==> config.mk <==
export PLATFORM = sky130hd
export DESIGN_NAME = rr_arbiter4
export DESIGN_NICKNAME = d
export VERILOG_FILES = /design/src/rtl/arb_pkg.sv /design/src/rtl/rr_pick4.sv /design/src/rtl/rr_arbiter4.sv
export SDC_FILE = /design/constraint.sdc
export NUM_CORES = 1
export LEC_CHECK = 0
export BUFFER_PORTS_ARGS = -buffer_cell sky130_fd_sc_hd__buf_2
export CORE_MARGIN = 2
export CORE_UTILIZATION = 56
export CTS_CLUSTER_DIAMETER = 100
export CTS_CLUSTER_SIZE = 16
export DETAILED_ROUTE_END_ITERATION = 10
export GPL_ROUTABILITY_DRIVEN = 0
export PLACE_DENSITY = 0.82
export SETUP_SLACK_MARGIN = 0.15
export SLEW_MARGIN = 20
export SYNTH_ARGS = -nofsm -noshare
export SYNTH_HDL_FRONTEND = slang
export SYNTH_SLANG_ARGS = --single-unit
==> constraint.sdc <==
create_clock -name clk -period 2.7 [get_ports clk]
set_input_delay 0.54 -clock clk [delete_from_list [all_inputs] [get_ports clk]]
set_output_delay 0.54 -clock clk [all_outputs]
set_load 0.03 [all_outputs]
==> src/rtl/arb_pkg.sv <==
// Shared types and sizes for the four-requester round-robin arbiter.
package arb_pkg;

    localparam int N_REQ = 4;
    localparam int IDX_W = 2;

    typedef enum logic {
        IDLE  = 1'b0,
        GRANT = 1'b1
    } state_t;

endpackage

==> src/rtl/rr_pick4.sv <==
// Combinational round-robin picker: first set bit of mask searching ptr, ptr+1, ... mod 4.
module rr_pick4
    import arb_pkg::*;
(
    input  logic [N_REQ-1:0] mask,
    input  logic [IDX_W-1:0] ptr,
    output logic             found,
    output logic [IDX_W-1:0] idx
);

    logic [IDX_W-1:0] cand;

    // Walk from the farthest offset back to ptr so the nearest hit is written last.
    always_comb begin
        found = 1'b0;
        idx   = ptr;
        cand  = ptr;
        for (int k = N_REQ - 1; k >= 0; k--) begin
            cand = ptr + IDX_W'(k);
            if (mask[cand]) begin
                found = 1'b1;
                idx   = cand;
            end
        end
    end

endmodule

==> src/rtl/rr_arbiter4.sv <==
// Four-requester round-robin arbiter with grant hold, bounded tenure and registered one-hot grant.
module rr_arbiter4
    import arb_pkg::*;
#(
    parameter int MAX_HOLD = 8,
    parameter int CNT_W    = 8
) (
    input  logic             clk,
    input  logic             reset,
    input  logic [N_REQ-1:0] req,
    output logic [N_REQ-1:0] gnt,
    output logic [IDX_W-1:0] gnt_id,
    output logic             gnt_valid
);

    localparam logic [CNT_W-1:0] HOLD_LIM = CNT_W'(MAX_HOLD);

    state_t           state, state_nx;
    logic [IDX_W-1:0] owner, owner_nx;
    logic [IDX_W-1:0] ptr, ptr_nx;
    logic [CNT_W-1:0] cnt, cnt_nx;

    logic [N_REQ-1:0] others;
    logic [N_REQ-1:0] pick_mask;
    logic             pick_found;
    logic [IDX_W-1:0] pick_idx;

    assign others    = req & ~(N_REQ'(1) << owner);
    assign pick_mask = (state == IDLE) ? req : others;

    rr_pick4 u_pick (
        .mask  (pick_mask),
        .ptr   (ptr),
        .found (pick_found),
        .idx   (pick_idx)
    );

    always_comb begin
        state_nx = state;
        owner_nx = owner;
        ptr_nx   = ptr;
        cnt_nx   = cnt;
        case (state)
            IDLE: begin
                if (pick_found) begin
                    state_nx = GRANT;
                    owner_nx = pick_idx;
                    cnt_nx   = CNT_W'(1);
                    ptr_nx   = pick_idx + IDX_W'(1);
                end
            end
            GRANT: begin
                if (!req[owner]) begin
                    if (pick_found) begin
                        owner_nx = pick_idx;
                        cnt_nx   = CNT_W'(1);
                        ptr_nx   = pick_idx + IDX_W'(1);
                    end else begin
                        state_nx = IDLE;
                        cnt_nx   = '0;
                    end
                end else if (cnt == HOLD_LIM && pick_found) begin
                    // Tenure used up while someone waits: preempt.
                    owner_nx = pick_idx;
                    cnt_nx   = CNT_W'(1);
                    ptr_nx   = pick_idx + IDX_W'(1);
                end else if (cnt != HOLD_LIM) begin
                    cnt_nx = cnt + CNT_W'(1);
                end
            end
            default: state_nx = IDLE;
        endcase
    end

    // Outputs are registered from next-state so gnt changes cleanly at a single edge.
    always_ff @(posedge clk) begin
        if (!reset) begin
            state     <= IDLE;
            owner     <= '0;
            ptr       <= '0;
            cnt       <= '0;
            gnt       <= '0;
            gnt_id    <= '0;
            gnt_valid <= 1'b0;
        end else begin
            state     <= state_nx;
            owner     <= owner_nx;
            ptr       <= ptr_nx;
            cnt       <= cnt_nx;
            gnt       <= (state_nx == GRANT) ? (N_REQ'(1) << owner_nx) : '0;
            gnt_id    <= (state_nx == GRANT) ? owner_nx : '0;
            gnt_valid <= (state_nx == GRANT);
        end
    end

endmodule

==> qor.csv, run 1 <==
stage,metric,value,unit
logic_synthesis,post-synth top area share,32.8,%
logic_synthesis,cells after synthesis,135,
routing,Final ANT Viol Nets,0,
critical_path,CP required,2.88,ns
layout,# diodes,0,
logic_synthesis,post-synthesis cell area,0.00116,sq mm
sta,slew at the pin with the worst max-slew slack,0.580,ns
die,Die X,49.5,um
routing,wire per inst,13.7,um
placement,detailed placer's ending HPWL,1710,um
power_and_ir_drop,P per Cell Area,674,mW/mm^2
routing,DR pass1 iterations,4,
logic_synthesis,Synth area leaders,"dfxtp_1 33%, nor2_1 4.5%, nand2_1 3.9%",
sta,fin crit share,82.0,%
grt,largest net degree at the start of global routing,15,
routing,vias per cell,6.04,
clock_tree,setup bufs post-CTS,0,
hold_path,min-delay worst type,in2reg,
grt,GRT Resource Usage Total,21.4,%
sta,RSZ-0062 raised after global routing,no,
die,die footprint,0.00245,sq mm
critical_path,reg2reg end,gnt[1],
layout,Non-Filler Instances,172,
sta,f_max,452,MHz
logic_synthesis,Post-synth EDFFs,0,
die,I/O Pins,13,
power_and_ir_drop,worst IR drop on VDD,0.000577,V
grt,initial antenna violation count,0,
grt,GRT Residual Overflow,0,
power_and_ir_drop,P_sw,321,uW
die,core area,0.00196,sq mm
grt,first-pass GRT wire length,4280,um
flow_run,Max Cap Violations,0,
routing,DR iter-0 viols,19,
hold_path,WHS Endpoint,ptr[0],
sta,setup tns final,0,ns
die,Cell Rows,16,
critical_path,R2R cell count,4,
logic_synthesis,register area share after synthesis,32.8,%
logic_synthesis,Post-Syn Nets,143,
sta,# setup viols final,0,
clock_tree,Worst-path clk slew,0.11,ns
outcome,run status,"complete, no violations",
layout,area grow syn2layout,6.04,%
logic_synthesis,biggest area consumer among synthesized cells,dfxtp_1,
grt,number of global-route vias before repair,990,
die,Starting Density,59.1,%
clock_tree,CTS H-tree depth,1,
logic_synthesis,most frequent cell after synthesis,dfxtp_1,
critical_path,Worst setup EP type,flop,
clock_tree,Hold Buf Count CTS,0,
sta,final-report hold violation count,0,
hold_path,hold depth,3,
routing,via count,1039,
die,Die Span Y,49.5,um
logic_synthesis,top_reg_cell synth,dfxtp_1,
routing,Post-route DRC,0,
clock_tree,Num Clock Sinks,19,
logic_synthesis,"top cells by count, synth","19 x dfxtp_1, 14 x nor2_1, 12 x nand2_1",
sta,Worst Hold Slack,0.544,ns
sta,fin crit period,2.21,ns
power_and_ir_drop,switch share,38.8,%
clock_tree,CTS Buf Count,3,
critical_path,critical path arrival,2.39,ns
hold_path,hold_sp,reset,
routing,drt total wl,2350,um
sta,Final Slew Violations,0,
critical_path,flop2flop setup slack,0.49,ns
power_and_ir_drop,combinational power share,37.9,%
power_and_ir_drop,Leak,0.000464,uW
power_and_ir_drop,Clock power frac,17.4,%
clock_tree,root buffer cell,clkbuf_4,
logic_synthesis,Unique masters post-synth,43,
placement,Cells after DPL,168,
power_and_ir_drop,Sequential Power Share,44.8,%
sta,Worst Skew,0.00521,ns
layout,nets,154,
critical_path,CP startpoint kind,flop,
critical_path,kind of critical path,reg2reg,
critical_path,reg2reg start,owner[0],
logic_synthesis,Mean Syn Cell Area,8.59,sq um
clock_tree,clk_lat worst skew,0.29,ns
clock_tree,CTS tree,built,
clock_tree,CTS resizes,0,
placement,Port Buffers,12,
logic_synthesis,Post-synth ARST share,0,%
logic_synthesis,Yosys reg bits,19,
logic_synthesis,Ys Warns,0,
layout,fraction of layout cells with a size suffix above 1,17.2,%
critical_path,Critical Path Fanout Max,13,
sta,slew margin rel.,61.2,%
clock_tree,clock buffer depth,2,
power_and_ir_drop,P_int,508,uW
-- metal layers --
layer / track usage [%] / part of all wire (%) / vias to the layer above
met5: 0 / 0 / -
met4: 5.09 / 0.60 / 0
met3: 2.73 / 5.1 / 2
met2: 36.5 / 48 / 35
met1: 29.1 / 47 / 485
li1: - / - / 517
-- worst max path at each step --
stage	from	endpoint	slack, ns	cells after the start
floorplan	req[0]	gnt[1]	0.64	5
global placement	req[1]	gnt[1]	0.51	7
detailed placement	req[1]	gnt[1]	0.47	7
CTS	owner[0]	gnt[1]	0.48	4
global route	owner[0]	gnt[1]	0.29	5
finish	owner[0]	gnt[1]	0.49	4
-- cell families after synthesis --
group                    after synthesis  share of synthesized area, %
XOR/XNOR                               6                          4.53
multiplexers                           4                          5.07
AO/OA/AOI/OAI                         34                          20.1
buffers and inverters                 12                          6.26
flip-flops                            19                          32.8
AND/OR/NAND/NOR                       58                          29.1
adder cells (fa/ha/maj)                2                          2.16
-- registers in the layout (all words and copies together) (netlist names) --
register and count:
gnt_id 2, state 1, gnt 4, ptr 2, owner 2, cnt 8
-- worst max-delay path, cell delays in order, from the launching register on --
cell     delay (ns)
dfxtp_1        0.62
mux4_2         0.63
a21oi_1        0.33
mux2_4         0.37
nor3b_2        0.16
-- cells in the final DEF (no fill, tap or decap), drive strengths merged, types with 6 or more instances in the layout --
master  instances
a21oi           7
dfxtp          19
a31oi           6
inv             6
buf            12
nand2          12
nor2           14
-- through the flow --
stage                     power [uW]  setup slack [ns]  utilization (%)  cell area (sq um)
final                            829             0.486             62.7               1230
after CTS                        829             0.481             62.7               1230
after floorplan                  624             0.638                -               1160
after detailed placement         686             0.475             61.4               1200
after global placement           675             0.513             61.4               1200
after global routing             881             0.293             62.7               1230
-- power groups by stage --
stage          Clock (uW)  Sequential [uW]  Combinational [uW]
6_report              144              371                 314
5_1_grt               155              379                 347
4_1_cts               146              370                 314
3_5_place_dp            0              375                 311
3_3_place_gp            0              373                 302
2_1_floorplan           0              395                 230
-- final cells by class --
| type | instances | area, sq um |
|---|---|---|
| Tap cell | 27 | 33.8 |
| Fill cell | 190 | 732 |
| Clock buffer | 4 | 26.3 |
| Inverter | 6 | 22.5 |
| Multi-Input combinational cell | 104 | 707 |
| Timing Repair Buffer | 12 | 60.1 |
| Sequential cell | 19 | 380 |
Note: power is estimated with default switching activity, not from simulation.
==> run 2: changes to the inputs <==
CORE_UTILIZATION = 51   (was 56)
PLACE_DENSITY = 0.79   (was 0.82)
clock period = 1.8 ns   (was 2.7 ns; I/O delays follow)
==> run 2 against run 1 <==
The flow now finishes with violations (negative setup slack); sequential share of layout area fell by 9.2 points; worst setup slack worse by 0.58 ns; first-iteration DRC count rose to 2.9 times the previous value; via count rose by 34%; combinational power grew to 3.1 times the previous value; register-to-register slack worse by 0.58 ns; utilization grew 20 points; highest routed layer unchanged.
==> qor.csv, run 2 (synthesis results as in run 1) <==
stage,metric,value,unit,change
critical_path,CP endpoint,gnt[1],,
critical_path,reg2reg end,gnt[1],,
outcome,failing checks,negative setup slack,,
routing,vias per cell,6.43,,+6.4%
die,I/O Pins,13,,unchanged
clock_tree,clock buffer depth,2,,unchanged
die,core area,0.00219,sq mm,+12%
hold_path,min-delay worst type,in2reg,,
sta,# setup viols final,8,,+8
sta,worst setup margin,-0.0977,ns,-0.584 ns
grt,initial antenna violation count,0,,unchanged
sta,fin crit period,1.90,ns,-0.316 ns
sta,fin crit share,105,%,+23 points
critical_path,Worst setup EP type,flop,,
layout,"commonest cells after routing, fill and taps aside","38 x buf_4, 14 x dfxtp_1, 12 x nor2_1, 12 x buf_2, 7 x nand2_1",,
die,Starting Density,52.9,%,-6.2 points
sta,final-report hold violation count,0,,unchanged
layout,nets,197,,+28%
routing,drt total wl,4370,um,+86%
die,Die Span Y,51.7,um,+4.4%
power_and_ir_drop,P per Cell Area,981,mW/mm^2,+45%
critical_path,kind of critical path,reg2reg,,
sta,Worst Skew,0.00320,ns,-0.00201 ns
critical_path,CP startpoint kind,flop,,
flow_run,Max Cap Violations,0,,unchanged
clock_tree,clk_lat worst skew,0.31,ns,+0.02 ns
layout,final core utilization,82.6,%,+20 points
critical_path,Crit. Startpoint,owner[0],,
grt,largest net degree at the start of global routing,13,,-2
sta,Final Slew Violations,0,,unchanged
grt,GRT Resource Usage Total,27.8,%,+6.4 points
critical_path,flop2flop setup slack,-0.1,ns,-0.58 ns
critical_path,critical path arrival,2.15,ns,-0.24 ns
clock_tree,CTS H-tree depth,1,,unchanged
die,Die X,51.7,um,+4.4%
power_and_ir_drop,worst IR drop on VDD,0.00116,V,+100%
sta,slew margin rel.,79.5,%,+18 points
layout,number of flip-flops in the largest register,8,,unchanged
layout,fraction of layout cells with a size suffix above 1,56.4,%,+39 points
layout,"commonest non-fill, non-tap cell in the layout",buf_4,,
critical_path,CP required,2.05,ns,-0.83 ns
outcome,run status,finished with violations,,
routing,via count,1388,,+34%
critical_path,R2R cell count,8,,+4
clock_tree,Num Clock Sinks,19,,unchanged
sta,setup tns final,-0.487,ns,-0.487 ns
routing,DR pass1 iterations,4,,unchanged
sta,slew at the pin with the worst max-slew slack,0.308,ns,-0.272 ns
grt,number of global-route vias before repair,1201,,+21%
placement,Cells after DPL,200,,+19%
layout,# diodes,0,,unchanged
placement,Port Buffers,12,,unchanged
sta,f_max,527,MHz,+17%
grt,first-pass GRT wire length,5500,um,+28%
layout,area grow syn2layout,56.1,%,
clock_tree,Worst-path clk slew,0.12,ns,about the same
clock_tree,CTS Buf Count,3,,unchanged
routing,wire per inst,20.3,um,+48%
sta,RSZ-0062 raised after global routing,yes,,
critical_path,reg2reg start,owner[0],,
die,die footprint,0.00267,sq mm,+9.0%
clock_tree,CTS tree,built,,
layout,Non-Filler Instances,216,,+26%
routing,Post-route DRC,0,,unchanged
grt,GRT Residual Overflow,0,,unchanged
die,Cell Rows,17,,+1
routing,DR iter-0 viols,55,,+36
clock_tree,root buffer cell,clkbuf_4,,
power_and_ir_drop,Leak,0.000747,uW,+61%
critical_path,Critical Path Fanout Max,3,,-10
placement,detailed placer's ending HPWL,2190,um,+28%
routing,Final ANT Viol Nets,0,,unchanged
layout,Reg with most FFs,cnt,,
layout,Largest regs,"cnt x8, gnt x4",,
## run 2: cell types whose count changed in the layout (fill, tap and decap cells not counted), moves of 3 or more
cell / change
dfxtp_1: -5
a21oi_1: -4
nand2_2: +3
buf_4: +38
buf_6: +5
dfxtp_4: +3
nand2_1: -5
a21oi_2: +4
## run 2: layout make-up
cell class | instances | area [sq um]
Inverter | 6 | 22.5
Tap cell | 28 | 35.0
Multi-Input combinational cell | 104 | 928
Clock buffer | 3 | 22.5
Sequential cell | 19 | 394
Clock inverter | 1 | 6.26
Fill cell | 104 | 380
Timing Repair Buffer | 55 | 402
## run 2: what timing repair did
item                       CTS  global route
setup endpoints to repair   18            18
pin swaps                   16            14
buffers inserted             7             5
hold buffers                 0             0
resized for setup           19            27
## run 2: worst min-delay path by stage
stage | cells after the start | to | start | slack, ns
after floorplan | 2 | cnt[7] | cnt[7] | 0.48
after global routing | 3 | cnt[0] | reset | 0.39
after global placement | 2 | cnt[7] | cnt[7] | 0.50
final | 3 | cnt[0] | reset | 0.38
after CTS | 3 | ptr[0] | reset | 0.33
after detailed placement | 2 | cnt[7] | cnt[7] | 0.55
## run 2: power by group
group / internal [uW] / switching [uW] / leakage [uW] / total (uW)
registers: 489 / 65.4 / 0.000158 / 555
logic: 471 / 514 / 0.000571 / 985
clock network: 86.3 / 150 / 0.0000183 / 236
## run 2: per-layer routing
metal / track usage [%] / vias up / part of all wire, %
li1: - / 601 / -
met1: 31.1 / 654 / 37
met2: 50.9 / 102 / 49
met3: 7.18 / 31 / 7.8
met4: 9.21 / 0 / 6.1
met5: 0 / - / 0
## run 2: per-stage QoR
| step | power (uW) | cell area, sq um | worst slack [ns] | hold slack, ns |
|---|---|---|---|---|
| detailed placement | 1210 | 1490 | -0.171 | 0.549 |
| global placement | 1180 | 1490 | -0.0997 | 0.501 |
| CTS | 1580 | 1660 | 0.00650 | 0.333 |
| global route | 1830 | 1810 | -0.146 | 0.394 |
| finish | 1780 | 1810 | -0.0977 | 0.383 |
| floorplan | 983 | 1230 | -0.0488 | 0.476 |
## run 2: worst max-delay path, stage by stage, from the launching register on
cell	delay [ns]
dfxtp_4	0.38
buf_4	0.16
nor2b_4	0.18
o22ai_1	0.12
buf_4	0.16
o221ai_2	0.21
nor2b_4	0.27
a32oi_4	0.17
nor3b_2	0.18
==> run 3: changes to the inputs <==
CTS_CLUSTER_SIZE = 30   (was 16)
SYNTH_HIERARCHICAL = 1   (was unset)
==> run 3 against run 2 <==
The flow still finishes with violations (negative setup slack); hold slack improved by 0.064 ns; non-clock buffer count fell by 5; first-iteration DRC count shrank 24%; worst setup slack lost 0.048 ns; highest routed layer unchanged; sequential share of layout area grew 1.7 points; utilization rose by 1.2 points; synthesized cell count down 2.2%; critical path type unchanged; routed wire length decreased by 14%.
==> qor.csv, run 3 <==
stage,metric,value,unit,change
critical_path,CP top delay family,simple AND/OR/NAND/NOR gates,,
logic_synthesis,Post-synth EDFFs,0,,unchanged
layout,"commonest non-fill, non-tap cell in the layout",buf_4,,
clock_tree,clock buffer depth,2,,unchanged
clock_tree,CTS tree,built,,
routing,Post-route DRC,0,,unchanged
power_and_ir_drop,P per Cell Area,1220,mW/mm^2,+25%
clock_tree,Num Clock Sinks,19,,unchanged
critical_path,Worst setup EP type,flop,,
logic_synthesis,register area share after synthesis,34.5,%,+1.7 points
grt,GRT Resource Usage Total,25.3,%,-2.5 points
critical_path,flop2flop setup slack,-0.15,ns,-0.05 ns
sta,slew at the pin with the worst max-slew slack,0.376,ns,+0.0683 ns
routing,drt total wl,3750,um,-14%
die,die footprint,0.00255,sq mm,-4.5%
placement,DP Area,0.00137,sq mm,-8.4%
clock_tree,Hold Buf Count CTS,0,,unchanged
grt,GRT Residual Overflow,0,,unchanged
placement,Port Buffers,12,,unchanged
grt,largest net degree at the start of global routing,13,,unchanged
layout,fraction of layout cells with a size suffix above 1,54.7,%,-1.7 points
clock_tree,root buffer cell,clkbuf_4,,
layout,area grow syn2layout,52.0,%,
routing,wire per inst,18.0,um,-11%
layout,Non-Filler Instances,208,,-3.7%
logic_synthesis,Synth area leaders,"dfxtp_1 34%, nand2_1 5.1%, o21ai_0 4.5%",,
layout,Largest regs,"cnt x8, gnt x4",,
die,Cell Rows,16,,-1
outcome,failing checks,negative setup slack,,
clock_tree,CTS Buf Count,3,,unchanged
critical_path,Crit path largest cell delay,0.53,ns,+0.15 ns
critical_path,CP required,2.01,ns,-0.04 ns
logic_synthesis,cells after synthesis,132,,-2.2%
clock_tree,Worst-path clk slew,0.12,ns,about the same
critical_path,slowest CP cell,or4_4,,
placement,detailed placer's ending HPWL,2180,um,-0.77%
layout,final core utilization,83.8,%,+1.2 points
layout,number of flip-flops in the largest register,8,,unchanged
routing,DR iter-0 viols,42,,-24%
layout,Filler cells,119,,+14%
flow_run,Max Cap Violations,0,,unchanged
critical_path,critical path arrival,2.15,ns,about the same
logic_synthesis,biggest area consumer among synthesized cells,dfxtp_1,,
sta,setup tns final,-0.751,ns,-0.264 ns
clock_tree,clk_lat worst skew,0.30,ns,about the same
routing,vias per cell,6.11,,-4.9%
sta,worst setup margin,-0.146,ns,-0.0483 ns
grt,first-pass GRT wire length,4960,um,-9.8%
power_and_ir_drop,Leak,0.000716,uW,-4.2%
die,Starting Density,55.1,%,+2.2 points
logic_synthesis,Yosys reg bits,19,,unchanged
routing,via count,1271,,-8.4%
die,I/O Pins,13,,unchanged
critical_path,CP startpoint kind,flop,,
sta,Worst Hold Slack,0.446,ns,+0.0635 ns
die,Die X,50.5,um,-2.3%
layout,# diodes,0,,unchanged
critical_path,Critical Path Fanout Max,4,,+1
logic_synthesis,"top cells by count, synth","19 x dfxtp_1, 15 x nand2_1, 13 x nor2_1",,
layout,Final Cell Area,0.00168,sq mm,-7.3%
logic_synthesis,top_reg_cell synth,dfxtp_1,,
logic_synthesis,post-synthesis cell area,0.00110,sq mm,-4.9%
sta,slew margin rel.,74.9,%,-4.6 points
sta,Worst Skew,0.00347,ns,+0.000265 ns
routing,Final ANT Viol Nets,0,,unchanged
grt,number of global-route vias before repair,1152,,-4.1%
routing,DR pass1 iterations,4,,unchanged
layout,Reg with most FFs,cnt,,
clock_tree,CTS H-tree depth,1,,unchanged
layout,"commonest cells after routing, fill and taps aside","34 x buf_4, 14 x dfxtp_1, 12 x buf_2",,
logic_synthesis,Unique masters post-synth,42,,-2.3%
logic_synthesis,Ys Warns,6,,+6
grt,initial antenna violation count,0,,unchanged
die,Die Span Y,50.5,um,-2.3%
layout,nets,190,,-3.6%
logic_synthesis,post-synth top area share,34.5,%,+1.7 points
sta,Final Slew Violations,0,,unchanged
logic_synthesis,most frequent cell after synthesis,dfxtp_1,,
hold_path,min-delay worst type,in2reg,,
critical_path,kind of critical path,reg2reg,,
logic_synthesis,Post-synth ARST share,0,%,unchanged
placement,Cells after DPL,189,,-5.5%
power_and_ir_drop,worst IR drop on VDD,0.000774,V,-33%
outcome,run status,finished with violations,,
critical_path,Buf/Inv on CP,0,,-2
die,core area,0.00200,sq mm,-8.6%
sta,RSZ-0062 raised after global routing,yes,,
logic_synthesis,Post-Syn Nets,140,,-2.1%
critical_path,cell breakdown of the critical path,nand2_2 > o21a_1 > and3b_1 > or4_4 > nand2_4 > xnor2_2 > nand3_1 > o211a_1,,
sta,final-report hold violation count,0,,unchanged
sta,fin crit share,108,%,+2.7 points
logic_synthesis,Mean Syn Cell Area,8.36,sq um,-2.7%
sta,fin crit period,1.95,ns,+0.0483 ns
sta,# setup viols final,10,,+2
sta,f_max,514,MHz,-2.5%
[run 3: cell type report]
cell class	instances	area, sq um	area share, %
inverter	9	41.3	2.46
timing repair buffer	50	360	21.5
clock inverter	1	5.00	0.298
multi-input combinational	99	821	48.9
sequential	19	394	23.5
tap	27	33.8	2.01
clock buffer	3	22.5	1.34
[run 3: path summary, 6_finish.rpt]
check        startpoint  endpoint  cells after the start
min reg2reg      cnt[7]    cnt[7]                      2
max reg2reg       state    ptr[1]                      8
max               state    ptr[1]                      8
min               reset    cnt[0]                      3
[run 3: repair_timing]
action,in CTS,in global routing
pin swaps,7,8
gates resized for setup,20,24
hold endpoints to repair,0,0
setup buffers,4,11
setup endpoints to repair,18,18
[run 3: power by group]
part	switching, uW	leakage, uW	total (uW)	internal, uW
registers	80.7	0.000158	601	521
clock network	142	0.0000177	225	82.9
logic	650	0.000540	1220	573
total	872	0.000716	2050	1180
[run 3: cell families after synthesis]
kind of cell,after synthesis,synth area share [%]
and+or+nand+nor,51,24.9
muxes,3,3.85
AOI/OAI and AO/OA,38,25.3
xor gates and xnor gates,5,3.97
adders and majority gates,2,2.27
DFF,19,34.5
buffers and inverters,14,5.21
[run 3: per-stage QoR]
step | total power, uW | worst slack, ns
2_1_floorplan | 1140 | -0.171
3_3_place_gp | 1400 | -0.0456
3_5_place_dp | 1430 | -0.114
4_1_cts | 1780 | -0.0532
5_1_grt | 2130 | -0.191
6_report | 2050 | -0.146
[run 3: worst reg2reg max path: cells and delay by family, from the launching register on]
kind | cells | cell delay, ns
xor+xnor | 1 | 0.11
compound gates | 2 | 0.32
flops | 1 | 0.38
simple gates | 5 | 1.04
[run 3: metal layers]
layer  part of all wire, %  wire (um)  track usage, %
met5                     0          0               0
met4                   2.8        106            10.4
met3                   5.4        203            2.38
met2                    51       1920            46.5
met1                    41       1520            29.8
